--- config.mk ---
export PLATFORM = sky130hd
export DESIGN_NAME = qsys_nios2cpu_oci_dct_sequencer
export DESIGN_NICKNAME = d
export VERILOG_FILES = /design/src/rtl/qsys_nios2cpu_oci_dct_sequencer.sv
export SDC_FILE = /design/constraint.sdc
export NUM_CORES = 1
export LEC_CHECK = 0
export ABC_AREA = 1
export BUFFER_PORTS_ARGS = -buffer_cell sky130_fd_sc_hd__buf_2
export CAP_MARGIN = 15
export CELL_PAD_IN_SITES_DETAIL_PLACEMENT = 2
export CELL_PAD_IN_SITES_GLOBAL_PLACEMENT = 2
export CORE_MARGIN = 2
export CORE_UTILIZATION = 34
export CTS_CLUSTER_DIAMETER = 100
export DETAILED_ROUTE_END_ITERATION = 7
export PLACE_DENSITY_LB_ADDON = 0.1
export RECOVER_POWER = 50
export SLEW_MARGIN = 10
export SYNTH_ARGS = -nofsm -noshare
export SYNTH_HDL_FRONTEND = slang
export SYNTH_SLANG_ARGS = --single-unit
export TNS_END_PERCENT = 5
--- constraint.sdc ---
create_clock -name clk -period 3.6 [get_ports clk]
set_input_delay 0.72 -clock clk [delete_from_list [all_inputs] [get_ports clk]]
set_output_delay 0.72 -clock clk [all_outputs]
set_load 0.01 [all_outputs]
--- src/rtl/qsys_nios2cpu_oci_dct_sequencer.sv ---
// rtl/qsys_nios2cpu_oci_dct_sequencer.sv - OCI DCT trace atom sequencer and frame packer
//
// Packs trace atoms into a shift buffer (dct_buffer/dct_count). Full frames,
// and the partial frame left at stop, move into a holding register that is
// offered downstream over frm_valid/frm_ready. test_ending and test_has_ended
// tell the OCI test bench how far the end-of-trace sequence has progressed.
//
// Ports:
//   clk, reset_n              clock, asynchronous active-low reset
//   arm, stop                 capture control pulses
//   atom_valid, atom_data     incoming trace atoms (no backpressure)
//   frm_valid/ready/data/count  frame output to the trace store
//   dct_buffer, dct_count     live packing buffer and its atom count
//   test_ending               high while flushing
//   test_has_ended            high once capture has fully finished
//   ovf, ovf_count            dropped-atom flag and saturating count
module qsys_nios2cpu_oci_dct_sequencer #(
  parameter int ATOM_W    = 2,
  parameter int DCT_ATOMS = 15,
  parameter int CNT_W     = 4,
  parameter int OVF_W     = 8,
  parameter int BUF_W     = ATOM_W * DCT_ATOMS
) (
  input  logic              clk,
  input  logic              reset_n,
  input  logic              arm,
  input  logic              stop,
  input  logic              atom_valid,
  input  logic [ATOM_W-1:0] atom_data,
  output logic              frm_valid,
  input  logic              frm_ready,
  output logic [BUF_W-1:0]  frm_data,
  output logic [CNT_W-1:0]  frm_count,
  output logic [BUF_W-1:0]  dct_buffer,
  output logic [CNT_W-1:0]  dct_count,
  output logic              test_ending,
  output logic              test_has_ended,
  output logic              ovf,
  output logic [OVF_W-1:0]  ovf_count
);

  localparam logic [1:0] S_IDLE    = 2'd0;
  localparam logic [1:0] S_CAPTURE = 2'd1;
  localparam logic [1:0] S_FLUSH   = 2'd2;
  localparam logic [1:0] S_DONE    = 2'd3;

  localparam logic [CNT_W-1:0] FULL = CNT_W'(DCT_ATOMS);
  localparam logic [CNT_W-1:0] LAST = CNT_W'(DCT_ATOMS - 1);

  logic [1:0]       state, next_state;
  logic             cap, flush, hold_free, full, accept, drop, arm_ok;
  logic             load_new, load_buf, load_swap;
  logic [BUF_W-1:0] shifted;

  always_comb begin
    cap       = (state == S_CAPTURE);
    flush     = (state == S_FLUSH);
    hold_free = !frm_valid || frm_ready;
    full      = (dct_count == FULL);
    accept    = atom_valid && cap && (!full || hold_free);
    drop      = atom_valid && cap && !accept;
    arm_ok    = arm && (state == S_IDLE || state == S_DONE);
    shifted   = {dct_buffer[BUF_W-ATOM_W-1:0], atom_data};
    // Full buffer already waiting while a new atom arrives: ship the old
    // frame and start the next one with this atom.
    load_swap = accept && full;
    // The arriving atom completes the frame: ship buffer plus atom.
    load_new  = accept && hold_free && (dct_count == LAST);
    // No atom consumed: ship a waiting full frame, or the partial frame in FLUSH.
    load_buf  = hold_free && !accept && (dct_count != '0) && (full || flush);

    next_state = state;
    case (state)
      S_IDLE:    if (arm) next_state = S_CAPTURE;
      S_CAPTURE: if (stop) next_state = S_FLUSH;
      S_FLUSH:   if (dct_count == '0 && !frm_valid) next_state = S_DONE;
      default:   if (arm) next_state = S_CAPTURE;
    endcase
  end

  always_ff @(posedge clk or negedge reset_n) begin
    if (!reset_n) begin
      state          <= S_IDLE;
      frm_valid      <= 1'b0;
      frm_data       <= '0;
      frm_count      <= '0;
      dct_buffer     <= '0;
      dct_count      <= '0;
      test_ending    <= 1'b0;
      test_has_ended <= 1'b0;
      ovf            <= 1'b0;
      ovf_count      <= '0;
    end else begin
      state          <= next_state;
      // Decoded from next_state so the flags line up with the state itself.
      test_ending    <= (next_state == S_FLUSH);
      test_has_ended <= (next_state == S_DONE);

      if (load_swap) begin
        frm_data   <= dct_buffer;
        frm_count  <= FULL;
        dct_buffer <= BUF_W'(atom_data);
        dct_count  <= CNT_W'(1);
      end else if (load_new) begin
        frm_data   <= shifted;
        frm_count  <= FULL;
        dct_buffer <= '0;
        dct_count  <= '0;
      end else if (load_buf) begin
        frm_data   <= dct_buffer;
        frm_count  <= dct_count;
        dct_buffer <= '0;
        dct_count  <= '0;
      end else if (accept) begin
        dct_buffer <= shifted;
        dct_count  <= dct_count + CNT_W'(1);
      end else if (arm_ok) begin
        dct_buffer <= '0;
        dct_count  <= '0;
      end

      // A reload on the handshake edge keeps frm_valid high: no bubble.
      if (load_swap || load_new || load_buf) frm_valid <= 1'b1;
      else if (frm_ready)                    frm_valid <= 1'b0;

      if (arm_ok) begin
        ovf       <= 1'b0;
        ovf_count <= '0;
      end else if (drop) begin
        ovf <= 1'b1;
        if (ovf_count != '1) ovf_count <= ovf_count + OVF_W'(1);
      end
    end
  end

endmodule

==> flow_summary.json, run 1 <==
{
  "cpLargestDelayFamily": "simple AND/OR/NAND/NOR gates",
  "leakagePower_nw": 2.81,
  "min_path_cells": 2,
  "drive_gt1_frac": 0.133,
  "clockBufferDepth": 2,
  "htreeDepth": 3,
  "fillers": 1459,
  "path_cells": "ha_1 > nand3_4 > nand2_1 > nand3_1 > nand2_1 > buf_12 > nand3_1 > nand2_1",
  "slew_viol_final": 43,
  "synthAdderAreaFrac": 0.0206,
  "synth_area_leaders": "dfrtp_1, nand2_1, nand3_1",
  "numCtsBuffers": 9,
  "path_common_cell": "nand2_1",
  "crit_end": "frm_data[27]",
  "grt_pass1_wl_um": 24000,
  "core-area_sq_um": 12100,
  "cp_num_buf_inv": 1,
  "worstMarginPinSlew_ps": 2400,
  "drt_first_iter_violations": 182,
  "timing.rr.end": "frm_data[27]",
  "synth-seq-area-share": 0.482,
  "grt_max_degree": 43,
  "drc_errors": 0,
  "cp-start-kind": "flip-flop",
  "critPathMaxFanout": 28,
  "synth_top_area_frac": 0.482,
  "synth_mux_area_frac": 0,
  "yosys.area_share.simple": 0.378,
  "cp.arrival_ps": 3230,
  "cts_tree": "done",
  "yosysMostFrequentCell": "nand2_1",
  "post-route-period-util": 0.818,
  "maxSlewHeadroom": -0.598,
  "synth_fp_nets": 560,
  "synth_top_family_by_area": "simple AND/OR/NAND/NOR gates",
  "avgSynthCellArea_sq_um": 7.81,
  "path_depth": 8,
  "clockRootBuffer": "clkbuf_16",
  "hold_viol": 0,
  "rsz0062_at_grt": "false",
  "pwr_density_cell_nw_per_um2": 591,
  "setup.worst_path.start": "dct_count[1]",
  "grt_overflow": 0,
  "violations": "max-capacitance violations, max-slew violations",
  "outcome": "finished, violations left",
  "synth_ff_type": "dfrtp_1",
  "fp-row-count": 40,
  "post-cts-setup-buffers": 0,
  "synth_area_leader_cell": "dfrtp_1",
  "postSynthCellCount": 545,
  "critical_path_class": "flip-flop to flip-flop",
  "ir_worst_vdd_uv": 224,
  "async_flop_share": 1.00,
  "initial_core_util": 0.352,
  "antenna_found_initial": 0,
  "design.die.area_sq_um": 13400,
  "crit_path_end_kind": "flip-flop",
  "max_freq_mhz": 340,
  "yosysWarnings": 0,
  "max_cap_viol_count": 1,
  "setup_viol": 0,
  "fin_nets": 633,
  "critPathMaxStageDelay_ps": 660,
  "fin_ws_ps": 655,
  "yosys.area_share.xor_xnor": 0.00411,
  "ant_nets": 0,
  "postCtsHoldBufs": 0,
  "diodes": 0,
  "dr.pass1.iters": 4,
  "r2r_start": "dct_count[1]",
  "syn_to_final_growth_pct": 19.5,
  "avgViaCountPerCell": 5.28,
  "ys_top_cells_by_count": "nand2_1, dfrtp_1, nand3_1",
  "via_count": 4172,
  "synth_edf_count": 0,
  "finalSetupTns_ps": 0,
  "path_clk_slew_ps": 60,
  "io_buffers": 87,
  "synth.distinct_cells": 26,
  "clock_sinks": 82,
  "min_period_ps": 2950,
  "synth-compound-area-share": 0.0244,
  "fin_skew_ps": 6.67,
  "synth_area_sq_um": 4260,
  "clk_latency_ps": 350,
  "totalWireLength_um": 14700,
  "min-delay-path-class": "flip-flop to flip-flop",
  "critPathSlowestCell": "nand2_1",
  "wire_per_inst_um": 18.6,
  "place_hpwl_um": 9460,
  "die_y_um": 116,
  "grt_pass1_vias": 4510,
  "cp.required_ps": 3890,
  "worst-r2r-cell-count": 8,
  "finalWeightedCongestion": 0.807,
  "post_cts_resized": 0,
  "ios": 88,
  "r2r_setup_slack_ps": 650,
  "grt_usage": 0.231,
  "ys_ff_latch": 82,
  "die_w_um": 116,
  "place_ws_ps": 668
}
## report_power, final
group          leakage, nW  internal, mW  switching, mW  total, mW
clock                0.152         0.590          0.386      0.976
combinational         1.53         0.248          0.610      0.859
sequential            1.13          1.05          0.128       1.18
total                 2.81          1.89           1.12       3.01
## worst register-to-register path, stage by stage, from the launching register on
cell and delay (ps):
dfrtp_1 510, ha_1 300, nand3_4 320, nand2_1 170, nand3_1 470, nand2_1 670
buf_12 240, nand3_1 130, nand2_1 80
## cells by family after synthesis
logic type,count (synthesis)
AND/OR/NAND/NOR,343
buffers and inverters,96
flip-flops,82
AO/OA/AOI/OAI,15
adder cells (fa/ha/maj),7
XOR/XNOR,2
## cells in the final DEF, fill, tap and decap left out
cell type | synthesis | final
nand2_1 | 174 | 174
nand3_1 | 82 | 82
dfrtp_1 | 82 | 82
nand4_1 | 64 | 64
inv_1 | 58 | 58
buf_2 | 15 | 46
clkbuf_1 | 20 | 42
nor2_1 | 10 | 10
clkbuf_16 | 0 | 9
buf_4 | 2 | 9
ha_1 | 7 | 7
o21ai_0 | 6 | 6
o211ai_1 | 5 | 5
nor2_4 | 3 | 3
clkbuf_8 | 0 | 3
or2_2 | 2 | 2
nor3_1 | 2 | 2
nor2_2 | 2 | 2
xor2_1 | 2 | 2
clkbuf_2 | 0 | 2
o21bai_1 | 1 | 1
nand3b_1 | 1 | 1
nand3_4 | 1 | 1
inv_2 | 1 | 1
o21ai_4 | 1 | 1
o21ai_1 | 1 | 1
nand3_2 | 1 | 1
a21boi_0 | 1 | 1
and2_1 | 1 | 1
clkinv_2 | 0 | 1
bufinv_16 | 0 | 1
buf_12 | 0 | 1
## metrics by stage
| stage | cells | hold WS [ps] | instance area, sq um | total power, mW | util |
|---|---|---|---|---|---|
| 6_report | 790 | 513 | 5090 | 3.01 | 0.420 |
| 2_1_floorplan | 545 | 424 | 4260 | 1.73 | - |
| 4_1_cts | 790 | 381 | 5150 | 3.05 | 0.425 |
| 5_1_grt | 790 | 544 | 5090 | 3.19 | 0.420 |
| 3_5_place_dp | 775 | 498 | 4840 | 2.06 | 0.400 |
| 3_3_place_gp | 775 | 491 | 4840 | 2.02 | 0.400 |
## worst min path at each step
stage                    endpoint          from  slack [ps]
finish                frm_data[2]   frm_data[2]         510
global placement      frm_data[1]   frm_data[1]         490
floorplan           dct_buffer[0]       reset_n         420
global route          frm_data[5]   frm_data[5]         540
detailed placement   frm_data[10]  frm_data[10]         500
CTS                  ovf_count[2]       reset_n         380
## sequential cells by signal, indices dropped and copies added (netlist names)
signal	count
dct_count	4
ovf_count	8
frm_data	30
dct_buffer	30
ovf	1
test_has_ended	1
state	2
frm_valid	1
test_ending	1
frm_count	4
## layer usage
metal,global-route usage,vias to the layer above,part of all wire
met5,0,-,0
met4,0.0722,0,0.015
met3,0.0282,13,0.032
met2,0.394,74,0.49
met1,0.307,2145,0.46
li1,-,1940,-
## layout make-up
| cell class | instances | area [sq um] | area share |
|---|---|---|---|
| Sequential cell | 82 | 2050 | 0.403 |
| Multi-Input combinational cell | 367 | 1820 | 0.358 |
| Timing Repair Buffer | 99 | 482 | 0.0946 |
| Clock buffer | 13 | 270 | 0.0531 |
| Inverter | 59 | 221 | 0.0435 |
| Tap cell | 168 | 210 | 0.0413 |
| Clock inverter | 2 | 35.0 | 0.00688 |
Power figures use the tool's default switching activity.
==> inputs of run 2 (changes only) <==
--- a/config.mk
+++ b/config.mk
@@ -11,7 +11,7 @@
 export CELL_PAD_IN_SITES_DETAIL_PLACEMENT = 2
 export CELL_PAD_IN_SITES_GLOBAL_PLACEMENT = 2
 export CORE_MARGIN = 2
-export CORE_UTILIZATION = 34
+export CORE_UTILIZATION = 28
 export CTS_CLUSTER_DIAMETER = 100
 export DETAILED_ROUTE_END_ITERATION = 7
 export PLACE_DENSITY_LB_ADDON = 0.1
==> constraint.sdc (replaced) <==
create_clock -name clk -period 2.43 [get_ports clk]
set_input_delay 0.486 -clock clk [delete_from_list [all_inputs] [get_ports clk]]
set_output_delay 0.486 -clock clk [all_outputs]
set_load 0.01 [all_outputs]
==> run 2 against run 1 <==
  * The run still ends with max-capacitance violations, max-slew violations left
  * Sequential share of layout area shrank 0.60 points
  * Utilization shrank 7.7 points
  * Cell count grew 3.2%
  * Via count shrank 0.65%
  * Global-route usage shrank 3.6 points
==> flow_summary.json, run 2 (synthesis results as in run 1) <==
{
  "outcome": "finished, violations left",
  "violations": "max-capacitance violations, max-slew violations",
  "worst_hold_slack_ps": 434,
  "place_hpwl_um": 9880,
  "pwr_density_cell_nw_per_um2": 859,
  "cp.arrival_ps": 2190,
  "totalWireLength_um": 14800,
  "via_count": 4145,
  "hold_start": "atom_data[0]",
  "cpLargestDelayFamily": "simple AND/OR/NAND/NOR gates",
  "clockBufferDepth": 2,
  "min_period_ps": 1950,
  "wire_per_inst_um": 18.2,
  "r2r_start": "dct_count[0]",
  "die_w_um": 127,
  "ir_worst_vdd_uv": 372,
  "fp-row-count": 45,
  "setup_viol": 0,
  "max_freq_mhz": 513,
  "post_cts_resized": 0,
  "critical_path_class": "flip-flop to flip-flop",
  "finalNonFillerCells": 815,
  "htreeDepth": 3,
  "fin_ws_ps": 479,
  "drc_errors": 0,
  "clk_latency_ps": 350,
  "rsz0062_at_grt": "false",
  "p_comb_frac": 0.314,
  "initial_core_util": 0.283,
  "p_int_mw": 2.74,
  "r2r_setup_slack_ps": 480,
  "grt.met1_usage": 0.272,
  "grt-busiest-layer": "met2",
  "use_met3": 0.0289,
  "place_ws_ps": 471,
  "maxSlewHeadroom": -0.114,
  "critPathMaxFanout": 20,
  "cp.required_ps": 2670,
  "design.die.area_sq_um": 16200,
  "grt_usage": 0.195,
  "leakagePower_nw": 2.83,
  "io_buffers": 87,
  "timing.rr.end": "dct_count[0]",
  "avgViaCountPerCell": 5.09,
  "fin_skew_ps": 6.46,
  "path_cells": "inv_1 > ha_1 > inv_1 > nor2_4 > nand3_2 > buf_4 > nand3_1 > and2_1 > nand2_1",
  "grt_max_degree": 59,
  "drive_gt1_frac": 0.140,
  "min_path_cells": 3,
  "antenna_found_initial": 0,
  "fin_nets": 638,
  "finalSetupTns_ps": 0,
  "max_cap_viol_count": 1,
  "clkPwrFrac": 0.297,
  "worstMarginPinSlew_ps": 1670,
  "fillers": 1769,
  "switchingPower_mw": 1.69,
  "post-cts-setup-buffers": 0,
  "ant_nets": 0,
  "hold_viol": 0,
  "diodes": 0,
  "multi_input_area_sq_um": 1830,
  "crit_path_end_kind": "flip-flop",
  "clockRootBuffer": "clkbuf_16",
  "grt_overflow": 0,
  "worst-r2r-cell-count": 9,
  "critPathMaxStageDelay_ps": 430,
  "top_regs": "dct_buffer (30), frm_data (30), ovf_count (8)",
  "path_common_cell": "inv_1",
  "whs_endpoint": "dct_buffer[0]",
  "drt_first_iter_violations": 222,
  "die_y_um": 127,
  "dp.cells": 800,
  "ios": 88,
  "postCtsHoldBufs": 0,
  "finalWeightedCongestion": 0.745,
  "dr.pass1.iters": 4,
  "path_clk_slew_ps": 60,
  "p_total_mw": 4.44,
  "syn_to_final_growth_pct": 21.4,
  "cp-start-kind": "flip-flop",
  "power_frac_seq": 0.390,
  "switching_share": 0.382,
  "post-route-period-util": 0.803,
  "postPlaceCellArea_sq_um": 4950,
  "final_common_cell": "nand2_1",
  "cp_num_buf_inv": 3,
  "critPathSlowestCell": "dfrtp_1",
  "clock_sinks": 82,
  "fin_util": 0.344,
  "use_met2": 0.316,
  "slew_viol_final": 28,
  "grt_pass1_wl_um": 25000,
  "min-delay-path-class": "input port to flip-flop",
  "final_cell_area_sq_um": 5170,
  "core-area_sq_um": 15000,
  "final_cell_mix": "nand2_1, dfrtp_1, nand3_1, nand4_1, inv_1",
  "numCtsBuffers": 9,
  "grt_pass1_vias": 4577,
  "cts_tree": "done",
  "ff_latch_area_sq_um": 2050
}
-- run 2: area by class of cell --
type	count	area share
Sequential cell	82	0.397
Multi-Input combinational cell	367	0.353
Timing Repair Buffer	104	0.109
Clock buffer	13	0.0504
Tap cell	188	0.0455
Inverter	59	0.0428
Clock inverter	2	0.00242
-- run 2: worst max-delay path by stage --
stage	cells past startpoint	from	endpoint	slack, ps
2_1_floorplan	10	dct_count[0]	dct_buffer[1]	780
3_3_place_gp	8	dct_count[0]	frm_data[19]	530
3_5_place_dp	10	state[1]	frm_data[16]	470
4_1_cts	10	state[1]	frm_data[16]	450
5_1_grt	7	dct_count[1]	ovf_count[3]	230
6_report	9	dct_count[0]	dct_count[0]	480
-- run 2: power groups by stage --
stage	sequential [mW]	clock, mW	combinational [mW]
after global routing	1.76	1.40	1.57
final	1.73	1.32	1.39
after floorplan	1.79	0	0.765
after detailed placement	1.75	0	1.44
after CTS	1.73	1.35	1.45
after global placement	1.74	0	1.39
-- run 2: per-layer routing --
layer / up-vias / routed length [um]
met5: - / 0
met4: 0 / 182
met3: 10 / 494
met2: 77 / 6940
met1: 2105 / 7180
li1: 1953 / -
-- run 2: worst register-to-register path, delay by kind of cell (launching register included) --
family	cells	cell delay, ps
adders and majority gates	1	160
buffers and inverters	3	460
DFF	1	430
and+or+nand+nor	5	780
==> inputs of run 3 (changes only) <==
--- a/config.mk
+++ b/config.mk
@@ -5,13 +5,13 @@
 export SDC_FILE = /design/constraint.sdc
 export NUM_CORES = 1
 export LEC_CHECK = 0
-export ABC_AREA = 1
+export ABC_AREA = 0
 export BUFFER_PORTS_ARGS = -buffer_cell sky130_fd_sc_hd__buf_2
 export CAP_MARGIN = 15
 export CELL_PAD_IN_SITES_DETAIL_PLACEMENT = 2
 export CELL_PAD_IN_SITES_GLOBAL_PLACEMENT = 2
 export CORE_MARGIN = 2
-export CORE_UTILIZATION = 28
+export CORE_UTILIZATION = 31
 export CTS_CLUSTER_DIAMETER = 100
 export DETAILED_ROUTE_END_ITERATION = 7
 export PLACE_DENSITY_LB_ADDON = 0.1
==> constraint.sdc (replaced) <==
create_clock -name clk -period 1.6 [get_ports clk]
set_input_delay 0.32 -clock clk [delete_from_list [all_inputs] [get_ports clk]]
set_output_delay 0.32 -clock clk [all_outputs]
set_load 0.01 [all_outputs]
==> run 3 against run 2 <==
  * The run ends with negative setup slack left
  * Sequential share of layout area decreased by 3.9 points
  * Clock-buffer cell count decreased by 3
  * Design area increased by 11%
  * Total power increased by 69%
  * Clock power increased by 72%
  * Register-to-register slack got worse by 990 ps
==> flow_summary.json, run 3 <==
{
  "yosys.area_share.xor_xnor": 0,
  "grt_pass1_vias": 3608,
  "slew_viol_final": 0,
  "power_frac_seq": 0.348,
  "fin_ws_ps": -514,
  "finalWeightedCongestion": 0.739,
  "synth_area_sq_um": 3970,
  "clkPwrFrac": 0.304,
  "use_met2": 0.322,
  "synth_area_leaders": "dfrtp_1, mux2_2, mux2_1",
  "drt_first_iter_violations": 130,
  "avgViaCountPerCell": 5.06,
  "path_clk_slew_ps": 70,
  "ys_ff_latch": 82,
  "die_y_um": 117,
  "yosysWarnings": 0,
  "yosys.area_share.simple": 0.140,
  "min_period_ps": 2110,
  "min-delay-path-class": "input port to flip-flop",
  "postSynthCellCount": 352,
  "numCtsBuffers": 9,
  "top_regs": "dct_buffer (30), frm_data (30), ovf_count (8)",
  "path_cells": "inv_2 > ha_4 > nand2_4 > or4_4 > nand2b_4 > buf_12 > mux2_1",
  "clock_sinks": 82,
  "io_buffers": 87,
  "final_cell_area_sq_um": 5750,
  "hold_viol": 0,
  "fp-row-count": 41,
  "synth_edf_count": 0,
  "p_int_mw": 4.95,
  "diodes": 0,
  "ys_top_cells_by_count": "dfrtp_1, nand2_1, nand3_1",
  "synth_fp_nets": 367,
  "avgSynthCellArea_sq_um": 11.3,
  "synth_top_family_by_area": "multiplexers",
  "fin_skew_ps": 10.5,
  "switching_share": 0.338,
  "critPathMaxStageDelay_ps": 580,
  "leakagePower_nw": 2.83,
  "critical_path_class": "flip-flop to flip-flop",
  "outcome": "finished, violations left",
  "use_met3": 0.0314,
  "wire_per_inst_um": 19.7,
  "syn_to_final_growth_pct": 44.8,
  "rsz0062_at_grt": "true",
  "clk_latency_ps": 350,
  "antenna_found_initial": 0,
  "switchingPower_mw": 2.53,
  "max_freq_mhz": 473,
  "worst_hold_slack_ps": 246,
  "fin_util": 0.457,
  "max_cap_viol_count": 0,
  "synth_ff_type": "dfrtp_1",
  "violations": "negative setup slack",
  "drc_errors": 0,
  "synth-compound-area-share": 0.0945,
  "p_comb_frac": 0.348,
  "via_count": 3353,
  "crit_path_end_kind": "flip-flop",
  "cts_tree": "done",
  "worstMarginPinSlew_ps": 825,
  "grt.met1_usage": 0.259,
  "p_total_mw": 7.48,
  "grt_usage": 0.195,
  "synth_area_leader_cell": "dfrtp_1",
  "cp.required_ps": 1840,
  "grt_pass1_wl_um": 20100,
  "initial_core_util": 0.316,
  "grt_overflow": 0,
  "ant_nets": 0,
  "dr.pass1.iters": 6,
  "yosysMostFrequentCell": "dfrtp_1",
  "core-area_sq_um": 12600,
  "place_ws_ps": -643,
  "drive_gt1_frac": 0.516,
  "design.die.area_sq_um": 13700,
  "ir_worst_vdd_uv": 541,
  "synth-seq-area-share": 0.517,
  "critPathMaxFanout": 14,
  "setup_viol": 77,
  "maxSlewHeadroom": 0.450,
  "clockRootBuffer": "clkbuf_16",
  "grt-busiest-layer": "met2",
  "fin_nets": 500,
  "cp-start-kind": "flip-flop",
  "clockBufferDepth": 2,
  "place_hpwl_um": 7950,
  "postPlaceCellArea_sq_um": 4950,
  "cp.arrival_ps": 2350,
  "synth_top_area_frac": 0.517,
  "synth_mux_area_frac": 0.183,
  "post-route-period-util": 1.32,
  "final_common_cell": "buf_2",
  "synth.distinct_cells": 44,
  "ios": 88,
  "totalWireLength_um": 13100,
  "pwr_density_cell_nw_per_um2": 1300,
  "final_cell_mix": "buf_2, dfrtp_1, mux2_4, buf_4",
  "grt_max_degree": 31,
  "critPathSlowestCell": "or4_4",
  "async_flop_share": 1.00,
  "htreeDepth": 3,
  "die_w_um": 117,
  "synthAdderAreaFrac": 0.0221
}
==> run 3: cell types whose count changed in the layout (fill, tap and decap cells not counted), moves of 6 or more <==
cell,delta
buf_2,+40
nand4_1,-63
clkbuf_1,-42
nand2_1,-138
mux2_2,+6
buf_4,+24
mux2_4,+53
a21oi_1,+26
a21oi_2,+8
nand3_1,-45
buf_6,+7
inv_1,-53
==> run 3: cell families (layout without fill, tap and decap cells) <==
| family | after synthesis | in the layout |
|---|---|---|
| DFF | 82 | 82 |
| buffers and inverters | 30 | 168 |
| adders and majority gates | 7 | 7 |
| AOI/OAI and AO/OA | 59 | 59 |
| muxes | 65 | 65 |
| and+or+nand+nor | 109 | 109 |
==> run 3: power by group through the flow <==
stage	Sequential, mW	Combinational [mW]	Clock, mW
6_report	2.61	2.60	2.27
4_1_cts	2.59	2.45	2.32
2_1_floorplan	2.67	1.09	0
3_5_place_dp	2.59	2.25	0
3_3_place_gp	2.59	2.19	0
5_1_grt	2.65	2.84	2.40
==> run 3: worst paths after layout <==
check	start	to	slack [ps]	cells past startpoint
min	atom_data[0]	dct_buffer[0]	250	2
max in group asynchronous	reset_n	ovf_count[4]	160	3
min reg2reg	frm_data[20]	frm_data[20]	490	1
max	state[1]	frm_data[8]	-510	7
min in group asynchronous	reset_n	dct_count[2]	600	2
max reg2reg	state[1]	frm_data[8]	-510	7
==> run 3: routing by layer <==
layer  routed length, um  up-vias
met5                   0        -
met4                 226        0
met3                 343       14
met2                6480       62
met1                6020     1747
li1                    -     1530
==> run 3: area by class of cell <==
type,count,area [sq um]
Fill cell,1299,6820
Multi-Input combinational cell,240,2100
Sequential cell,82,2060
Timing Repair Buffer,144,1030
Clock buffer,10,229
Tap cell,172,215
Clock inverter,6,90.1
Inverter,8,30.0
==> run 3: worst max-delay path: cells and delay by family, from the launching register on <==
kind / cells / cell delay, ps
adder cells (fa/ha/maj): 1 / 160
AND/OR/NAND/NOR: 3 / 820
multiplexers: 1 / 330
flip-flops: 1 / 400
buffers and inverters: 2 / 270
==> run 3: through the flow <==
| stage | cells | setup TNS [ps] |
|---|---|---|
| 2_1_floorplan | 352 | -26050 |
| 3_3_place_gp | 636 | -33730 |
| 3_5_place_dp | 636 | -38570 |
| 4_1_cts | 661 | -30550 |
| 5_1_grt | 662 | -33860 |
| 6_report | 662 | -28160 |
==> run 3: timing repair <==
action                                 in CTS  in global routing
hold buffers                                1                  0
buffers inserted                            5                  1
setup endpoints to repair                  81                 79
resized for setup                          59                 43
endpoints found under the hold margin      26                  0
pin swaps                                   5                  1
cloned                                      3                  1
